## config.mk

```make
export PLATFORM = sky130hd
export DESIGN_NAME = sorted_array_serializer
export DESIGN_NICKNAME = d
export VERILOG_FILES = /design/src/rtl/sorted_array_serializer.sv
export SDC_FILE = /design/constraint.sdc
export NUM_CORES = 1
export LEC_CHECK = 0
export BUFFER_PORTS_ARGS = -buffer_cell sky130_fd_sc_hd__buf_2
export CAP_MARGIN = 20
export CORE_ASPECT_RATIO = 1.4
export CORE_MARGIN = 5
export CORE_UTILIZATION = 45
export DETAILED_ROUTE_END_ITERATION = 16
export PLACE_DENSITY = 0.73
export SLEW_MARGIN = 20
export SYNTH_ARGS = -nofsm -noshare
export SYNTH_HDL_FRONTEND = slang
export SYNTH_SLANG_ARGS = --single-unit
export TNS_END_PERCENT = 20
```

## constraint.sdc

```tcl
create_clock -name clk -period 5.5 [get_ports clk]
set_input_delay 0.825 -clock clk [delete_from_list [all_inputs] [get_ports clk]]
set_output_delay 0.825 -clock clk [all_outputs]
set_load 0.005 [all_outputs]
```

## src/rtl/sorted_array_serializer.sv

```systemverilog
// sorted_array_serializer: captures each completed sorted array on the rising
// edge of the engine's valid flag and streams it out one element per beat
// over valid/ready, element 0 first. One extra array can wait in a pending
// buffer while the current one drains. An array that arrives while both
// buffers are occupied is discarded, and the sticky overflow flag is set.
module sorted_array_serializer #(
    parameter int DATAWIDTH   = 8,
    parameter int ARRAYLENGTH = 10
) (
    input  logic                             clk,
    input  logic                             rst,
    input  logic [DATAWIDTH*ARRAYLENGTH-1:0] array_in,
    input  logic                             array_valid,
    output logic [DATAWIDTH-1:0]             out_data,
    output logic                             out_valid,
    input  logic                             out_ready,
    output logic                             out_last,
    output logic                             busy,
    output logic                             overflow
);

    localparam int              ARRAY_W  = DATAWIDTH * ARRAYLENGTH;
    localparam logic [7:0]      LAST_IDX = 8'(ARRAYLENGTH - 1);

    typedef enum logic {
        IDLE   = 1'b0,
        STREAM = 1'b1
    } state_e;

    state_e                 state_q, state_d;
    logic [ARRAY_W-1:0]     active_q, active_d;
    logic [ARRAY_W-1:0]     pending_q, pending_d;
    logic                   pending_full_q, pending_full_d;
    logic [7:0]             idx_q, idx_d;
    logic                   valid_q;
    logic                   out_valid_q, out_valid_d;
    logic                   out_last_q, out_last_d;
    logic [DATAWIDTH-1:0]   out_data_q, out_data_d;
    logic                   overflow_q, overflow_d;
    logic                   cap;
    logic                   stash;

    // Select element idx of a packed array (element 0 in the low bits).
    function automatic logic [DATAWIDTH-1:0] elem_at(input logic [ARRAY_W-1:0] arr,
                                                     input logic [7:0]         idx);
        elem_at = arr[int'(idx) * DATAWIDTH +: DATAWIDTH];
    endfunction

    // A held-high valid level captures exactly once: only its rising edge counts.
    assign cap = array_valid & ~valid_q;

    // Next-state logic for the stream controller and both array buffers.
    always_comb begin
        state_d        = state_q;
        active_d       = active_q;
        pending_d      = pending_q;
        pending_full_d = pending_full_q;
        idx_d          = idx_q;
        out_valid_d    = out_valid_q;
        overflow_d     = overflow_q;
        stash          = 1'b0;

        case (state_q)
            IDLE: begin
                if (cap) begin
                    active_d    = array_in;
                    idx_d       = 8'd0;
                    out_valid_d = 1'b1;
                    state_d     = STREAM;
                end else begin
                    out_valid_d = 1'b0;
                end
            end
            STREAM: begin
                if (out_valid_q && out_ready) begin
                    if (idx_q == LAST_IDX) begin
                        // Final beat: chain the next array with no bubble if one exists.
                        if (pending_full_q) begin
                            active_d = pending_q;
                            idx_d    = 8'd0;
                            if (cap) begin
                                pending_d = array_in;
                            end else begin
                                pending_full_d = 1'b0;
                            end
                        end else if (cap) begin
                            active_d = array_in;
                            idx_d    = 8'd0;
                        end else begin
                            out_valid_d = 1'b0;
                            state_d     = IDLE;
                        end
                    end else begin
                        idx_d = idx_q + 8'd1;
                        stash = cap;
                    end
                end else begin
                    stash = cap;
                end

                // A capture not consumed by the final beat goes to pending or is dropped.
                if (stash) begin
                    if (!pending_full_q) begin
                        pending_d      = array_in;
                        pending_full_d = 1'b1;
                    end else begin
                        overflow_d = 1'b1;
                    end
                end else begin
                    overflow_d = overflow_q;
                end
            end
            default: begin
                state_d        = IDLE;
                out_valid_d    = 1'b0;
                pending_full_d = 1'b0;
            end
        endcase

        out_last_d = out_valid_d && (idx_d == LAST_IDX);
        out_data_d = elem_at(active_d, idx_d);
    end

    // State, buffers and registered outputs; reset abandons any array in flight.
    always_ff @(posedge clk or posedge rst) begin
        if (rst) begin
            state_q        <= IDLE;
            active_q       <= '0;
            pending_q      <= '0;
            pending_full_q <= 1'b0;
            idx_q          <= 8'd0;
            valid_q        <= 1'b0;
            out_valid_q    <= 1'b0;
            out_last_q     <= 1'b0;
            out_data_q     <= '0;
            overflow_q     <= 1'b0;
        end else begin
            state_q        <= state_d;
            active_q       <= active_d;
            pending_q      <= pending_d;
            pending_full_q <= pending_full_d;
            idx_q          <= idx_d;
            valid_q        <= array_valid;
            out_valid_q    <= out_valid_d;
            out_last_q     <= out_last_d;
            out_data_q     <= out_data_d;
            overflow_q     <= overflow_d;
        end
    end

    assign out_data  = out_data_q;
    assign out_valid = out_valid_q;
    assign out_last  = out_last_q;
    assign busy      = out_valid_q | pending_full_q;
    assign overflow  = overflow_q;

endmodule

```

==> results of run 1 <==
-- per-layer routing --
metal  part of all wire [%]  GRT usage, %
met1                     41          29.1
met2                     50          36.9
met3                    5.8          3.31
met4                    3.7          9.18
met5                      0             0
-- where the power goes --
part	leakage (nW)	total [mW]	internal (mW)	switching, mW
clock	0.273	1.20	0.613	0.584
sequential	2.30	1.34	1.34	0.000643
combinational	2.34	0.114	0.0345	0.0795
-- logic make-up (layout without fill, tap and decap cells) --
group,Yosys count,after routing,share of synthesized area (%)
AO/OA/AOI/OAI,159,159,12.2
XOR/XNOR,2,2,0.183
adder cells (fa/ha/maj),2,2,0.261
buffers and inverters,92,152,4.06
flip-flops,182,182,47.5
multiplexers,112,112,12.9
AND/OR/NAND/NOR,437,437,22.9
-- final cells by class --
cell class,instances,area (um^2)
sequential,182,4550
clock inverter,14,134
clock buffer,18,439
timing repair buffer,113,636
tap,260,325
multi-input combinational,712,4660
inverter,7,30.0
fill,1887,10300
-- cells in the mapped netlist (11+ instances only) --
master	number	area [um^2]
nor2_1	27	101
nand3_1	82	410
o311a_1	32	320
mux2i_1	19	190
buf_2	20	100
nor3_1	22	110
mux2_2	81	912
mux2_1	12	135
or3_1	37	231
nand2b_1	15	93.8
nand2_1	161	604
clkbuf_1	53	199
o21ai_0	51	255
dfrtp_1	182	4550
a22oi_1	12	90.1
and2_1	32	200
and3_1	21	131
a31oi_1	11	68.8
-- flip-flops by register name, indices dropped and copies added, names as in the netlist --
signal / count
active_q: 80
idx_q: 8
out_data: 8
out_last: 1
out_valid: 1
overflow: 1
pending_full_q: 1
pending_q: 80
state_q: 1
valid_q: 1
-- worst paths after layout --
check	from	to	slack [ps]	depth (start not counted)
setup reg to reg	idx_q[1]$_DFF_PP0_	out_data[0]$_DFF_PP0_	1090	9
max in group asynchronous	rst	active_q[24]$_DFF_PP0_	3680	3
min in group asynchronous	rst	pending_q[34]$_DFFE_PP0P_	530	2
setup / recovery	idx_q[1]$_DFF_PP0_	out_data[0]$_DFF_PP0_	1090	9
hold / removal	pending_q[10]$_DFFE_PP0P_	pending_q[10]$_DFFE_PP0P_	490	1
hold reg to reg	pending_q[10]$_DFFE_PP0P_	pending_q[10]$_DFFE_PP0P_	490	1
-- worst register-to-register path, cell delays in order (launching register included) --
cell and delay [ps]:
dfrtp_1 440, inv_1 90, ha_1 190, nor2b_1 850, nand3_2 870, or3_1 620, o311a_1 160, mux2_2 300
a221oi_1 500, o211ai_1 230
-- metrics by stage --
step                      instance area [um^2]  setup slack, ps  power [mW]
after global routing                     10800              955        2.73
after CTS                                10800             1320        2.67
final                                    10800             1090        2.65
after detailed placement                 10200             1380        1.48
after floorplan                           9580             2340        1.42
after global placement                   10200             1420        1.48
==> qor_table.md, run 1 <==
| Item | Reported |
| --- | --- |
| Outcome | completed |
| Port buffer count | 95 |
| Average wire length per cell after detail routing | 20.7 um |
| Gr ovfl total | 0 |
| Sink count of the clock tree | 182 |
| Drt initial violations | 694 |
| Final hold violation count | 0 |
| Share of flip-flops with an asynchronous set or reset after synthesis | 100% |
| Clock network latency to the later pin of the worst-skew pair | 440 ps |
| Width of the die | 133 um |
| Worst hold margin | 485 ps |
| Synthesis-to-layout area growth | 12.5% |
| Number of nets with antenna violations after routing | 0 |
| Least-Margin Pin Slew | 1050 ps |
| FMAX | 0.227 GHz |
| Commonest non-fill, non-tap cells in the layout | dfrtp_1, nand2_1, buf_2 |
| Most common cell after layout, fill and taps aside | dfrtp_1 |
| Net count after synthesis | 1072 |
| Worst path required time | 5760 ps |
| CTS Root Buffer Type | clkbuf_16 |
| Yosys reg bits | 182 |
| Worst-path clk slew | 80 ps |
| Post-Route Utilization | 51.2% |
| Total number of vias | 8092 |
| Post-DR vias/cell | 6.20 |
| CTS tree | built |
| Critical setup path kind | reg2reg |
| Type of element launching the critical path | flop |
| Count of pins over their slew limit | 0 |
| Placed wire-length estimate after detailed placement | 17.5 mm |
| Most frequently used flop master after synthesis | dfrtp_1 |
| Fraction of final layout cells sized beyond drive strength 1 | 23.1% |
| Clock period minus worst slack | 4410 ps |
| Synth cell types | 60 |
| Number of warnings issued by yosys | 0 |
| Die Outline Area | 0.0243 mm^2 |
| CP Buf/Inv Count | 1 |
| Post-placement cell count | 1274 |
| Top-level port count | 96 |
| Resized Gates After CTS | 0 |
| Number of iterations in the first detailed-routing pass | 7 |
| Leak pwr | 4.91 nW |
| Number of synthesized flops with an enable pin | 0 |
| Max-capacitance violation count | 0 |
| Final worst-path cycle share | 80.1% |
| Last weighted congestion value of the routability-driven placer | 0.885 |
| Clock Tree Buf Depth | 2 |
| Total Routed Length | 27.0 mm |
| Number of CTS-inserted buffers | 17 |
| DR DRC count | 0 |
| Aggregate negative setup slack | 0 ps |
| Hold-fix buffer count after cts | 0 |
| Die span in y | 183 um |
| Endpoint type of the worst setup path | flop |
| Wire length of the first global-routing pass | 43.4 mm |
| Critical-path top delay cell | nand3_2 |
| Number of antenna violations at the first check in global routing | 0 |
| Maximum VDD drop | 0.181 mV |
| Kind of cell adding the most delay to the critical path | simple AND/OR/NAND/NOR gates |
| Post-layout net count | 1119 |
| Max-slew headroom | 29.7% |
| Initial Util | 45.5% |
| Slowest cell delay on critical path | 870 ps |
| Count of antenna diodes in the layout | 0 |
| RSZ-0062 raised after global routing | no |
| Post-synthesis instance total | 986 |
| Worst min-delay path class | reg2reg |
| Max H-tree Level | 4 |
| Worst-case clock skew | 8.32 ps |
| Largest net degree at the start of global routing | 150 |
| Final instance count without filler cells | 1306 |
| Power density of the placed cells | 246 mW/mm^2 |
| Row cnt | 63 |
| Syn_area_per_cell | 9.72 um^2 |
| Overall routing resource usage | 22.2% |
| Cell area after synthesis | 0.00958 mm^2 |
| Top fanout value on the critical path | 40 |
| Worst endpoint data arrival time | 4670 ps |
| Final setup vio count | 0 |
| Vias in the first global route | 7923 |
| Std-Cell Core Area | 0.0210 mm^2 |
| Setup Buffers After CTS | 0 |
| Sequential-to-total area share from yosys stat | 47.5% |
| List of cells traversed by the critical path | inv_1 -> ha_1 -> nor2b_1 -> nand3_2 -> or3_1 -> o311a_1 -> mux2_2 -> a221oi_1 -> o211ai_1 |
Note: power is estimated with default switching activity, not from simulation.
==> run 2: changes to the inputs <==
--- a/config.mk
+++ b/config.mk
@@ -11,7 +11,7 @@
 export CORE_MARGIN = 5
 export CORE_UTILIZATION = 45
 export DETAILED_ROUTE_END_ITERATION = 16
-export PLACE_DENSITY = 0.73
+export PLACE_DENSITY = 0.71
 export SLEW_MARGIN = 20
 export SYNTH_ARGS = -nofsm -noshare
 export SYNTH_HDL_FRONTEND = slang
==> constraint.sdc (replaced) <==
create_clock -name clk -period 4.31 [get_ports clk]
set_input_delay 0.6465 -clock clk [delete_from_list [all_inputs] [get_ports clk]]
set_output_delay 0.6465 -clock clk [all_outputs]
set_load 0.005 [all_outputs]
==> run 2 against run 1 <==
  * Maximum frequency grew 30%
  * Clock skew grew 5.0 ps
  * Cell count grew 0.69%
  * Power grew 30%
  * Non-clock buffer count grew 9
  * Critical path type unchanged
  * Critical path depth is the same
  * Largest power group unchanged
==> qor_table.md, run 2 (synthesis results as in run 1) <==
| Item | Reported | Change |
| --- | --- | --- |
| Post-DR vias/cell | 6.13 | -1.0% |
| Top-level port count | 96 | unchanged |
| Count of antenna diodes in the layout | 0 | unchanged |
| Worst-case clock skew | 13.3 ps | +4.96 ps |
| Slowest cell delay on critical path | 560 ps | -310 ps |
| Leak pwr | 4.98 nW | +1.4% |
| Top fanout value on the critical path | 49 | +23% |
| Internal power of the cells | 2.58 mW | +30% |
| Die span in y | 183 um | unchanged |
| Width of the die | 133 um | unchanged |
| Gr ovfl total | 0 | unchanged |
| Synthesis-to-layout area growth | 13.6% |  |
| Number of antenna violations at the first check in global routing | 1 | +1 |
| Worst hold margin | 256 ps | -229 ps |
| Endpoint type of the worst setup path | flop |  |
| Max H-tree Level | 4 | unchanged |
| CTS tree | built |  |
| Least-Margin Pin Slew | 866 ps | -186 ps |
| Port buffer count | 95 | unchanged |
| Max-capacitance violation count | 0 | unchanged |
| Initial Util | 45.5% | unchanged |
| Die Outline Area | 0.0243 mm^2 | unchanged |
| List of cells traversed by the critical path | ha_1 -> nor3b_1 -> a31o_2 -> buf_12 -> nand3_1 -> o311a_1 -> mux2_2 -> a221oi_1 -> o211ai_1 |  |
| Worst min-delay path class | in2async |  |
| Average wire length per cell after detail routing | 20.5 um | -0.94% |
| First element of the critical path | idx_q[0]$_DFF_PP0_ |  |
| Worst-path clk slew | 80 ps | about the same |
| Hold-fix buffer count after cts | 0 | unchanged |
| Critical-path top delay cell | a31o_2 |  |
| DR DRC count | 0 | unchanged |
| Final instance count without filler cells | 1315 | +0.69% |
| Resized Gates After CTS | 0 | unchanged |
| Maximum VDD drop | 0.291 mV | +61% |
| Type of element launching the critical path | flop |  |
| Switching fraction of total power | 24.8% | -0.22 points |
| Sequential share of power | 49.7% | -0.8 points |
| Setup Buffers After CTS | 0 | unchanged |
| Sink count of the clock tree | 182 | unchanged |
| Drt initial violations | 721 | +3.9% |
| Total number of vias | 8065 | -0.33% |
| Max-slew headroom | 42.1% | +12 points |
| Filler cells | 1914 | +1.4% |
| Total Routed Length | 27.0 mm | -0.26% |
| Reg-to-Reg End | out_data[5]$_DFF_PP0_ |  |
| Critical setup path kind | reg2reg |  |
| Most common cell after layout, fill and taps aside | dfrtp_1 |  |
| Final setup vio count | 0 | unchanged |
| Placed wire-length estimate after detailed placement | 17.9 mm | +2.3% |
| Area of the multi-input gates | 0.00465 mm^2 | -0.19% |
| Final worst-path cycle share | 78.4% | -1.7 points |
| Vias in the first global route | 7994 | +0.90% |
| Area occupied by registers | 0.00455 mm^2 | unchanged |
| Top flop regs | active_q: 80 flops, pending_q: 80 flops |  |
| RSZ-0062 raised after global routing | no |  |
| Clock period minus worst slack | 3380 ps | -1030 ps |
| Clock network latency to the later pin of the worst-skew pair | 440 ps | about the same |
| Post-layout net count | 1128 | +0.80% |
| Number of CTS-inserted buffers | 17 | unchanged |
| Number of nets with antenna violations after routing | 0 | unchanged |
| Wire length of the first global-routing pass | 43.9 mm | +1.1% |
| Outcome | completed |  |
| Post-placement cell count | 1283 | +0.71% |
| Aggregate negative setup slack | 0 ps | unchanged |
| Overall routing resource usage | 22.5% | +0.27 points |
| Setup slack on the worst flop-to-flop path | 930 ps | -160 ps |
| Power share of the combinational group | 4.4% | about the same |
| FMAX | 0.296 GHz | +30% |
| Row cnt | 63 | unchanged |
| Power density of the placed cells | 315 mW/mm^2 | +28% |
| CTS Root Buffer Type | clkbuf_16 |  |
| Clock Tree Buf Depth | 2 | unchanged |
| Last weighted congestion value of the routability-driven placer | 0.879 | -0.66% |
| Number of iterations in the first detailed-routing pass | 5 | -2 |
| Worst endpoint data arrival time | 3680 ps | -990 ps |
| Final hold violation count | 0 | unchanged |
| Worst path required time | 4610 ps | -1150 ps |
| Power spent charging and discharging nets | 853 uW | +28% |
| Commonest non-fill, non-tap cells in the layout | dfrtp_1, nand2_1, buf_2 |  |
| Fraction of final layout cells sized beyond drive strength 1 | 23.8% | +0.66 points |
| Largest net degree at the start of global routing | 77 | -49% |
| Std-Cell Core Area | 0.0210 mm^2 | unchanged |
| Count of pins over their slew limit | 0 | unchanged |
| Clk network pwr share | 45.9% | +0.7 points |
| R2R cell count | 9 | unchanged |
| Worst flop-to-flop path startpoint | idx_q[0]$_DFF_PP0_ |  |
[run 2: power groups by stage]
stage / sequential, mW / clock, mW / combinational (mW)
floorplan: 1.74 / 0 / 0.0662
global placement: 1.74 / 0 / 0.148
detailed placement: 1.74 / 0 / 0.153
CTS: 1.71 / 1.59 / 0.153
global route: 1.71 / 1.66 / 0.170
finish: 1.71 / 1.58 / 0.150
[run 2: worst max-delay path by stage]
stage / cells past startpoint / endpoint
2_1_floorplan: 1 / active_q[0]$_DFF_PP0_
3_3_place_gp: 10 / out_data[0]$_DFF_PP0_
3_5_place_dp: 10 / out_data[5]$_DFF_PP0_
4_1_cts: 9 / out_data[5]$_DFF_PP0_
5_1_grt: 10 / out_data[5]$_DFF_PP0_
6_report: 9 / out_data[5]$_DFF_PP0_
[run 2: critical path, delay by kind of cell, from the launching register on]
kind,cells,cell delay (ps)
muxes,1,310
AOI/OAI and AO/OA,4,1290
adders and majority gates,1,240
buffers and inverters,1,330
DFF,1,480
and+or+nand+nor,2,570
[run 2: routing by layer]
layer  routed length (um)  track usage (%)  vias to the layer above
met5                   13                0                        -
met4                 1140             10.7                        2
met3                 1620             3.81                       66
met2                13000             35.6                      337
met1                11200             30.1                     3973
li1                     -                -                     3687
[run 2: metrics by stage]
stage	worst slack, ps	util [%]	power, mW	area (um^2)
floorplan	1330	-	1.81	9580
global placement	964	48.9	1.89	10300
detailed placement	877	49.0	1.89	10300
CTS	964	51.7	3.45	10900
global route	756	51.7	3.54	10900
finish	929	51.7	3.43	10900
[run 2: final cells by class]
class	count	area share (%)
clock buffer	17	3.91
multi-input combinational	712	42.8
tap	260	2.99
clock inverter	15	1.43
timing repair buffer	122	6.81
sequential	182	41.8
inverter	7	0.276
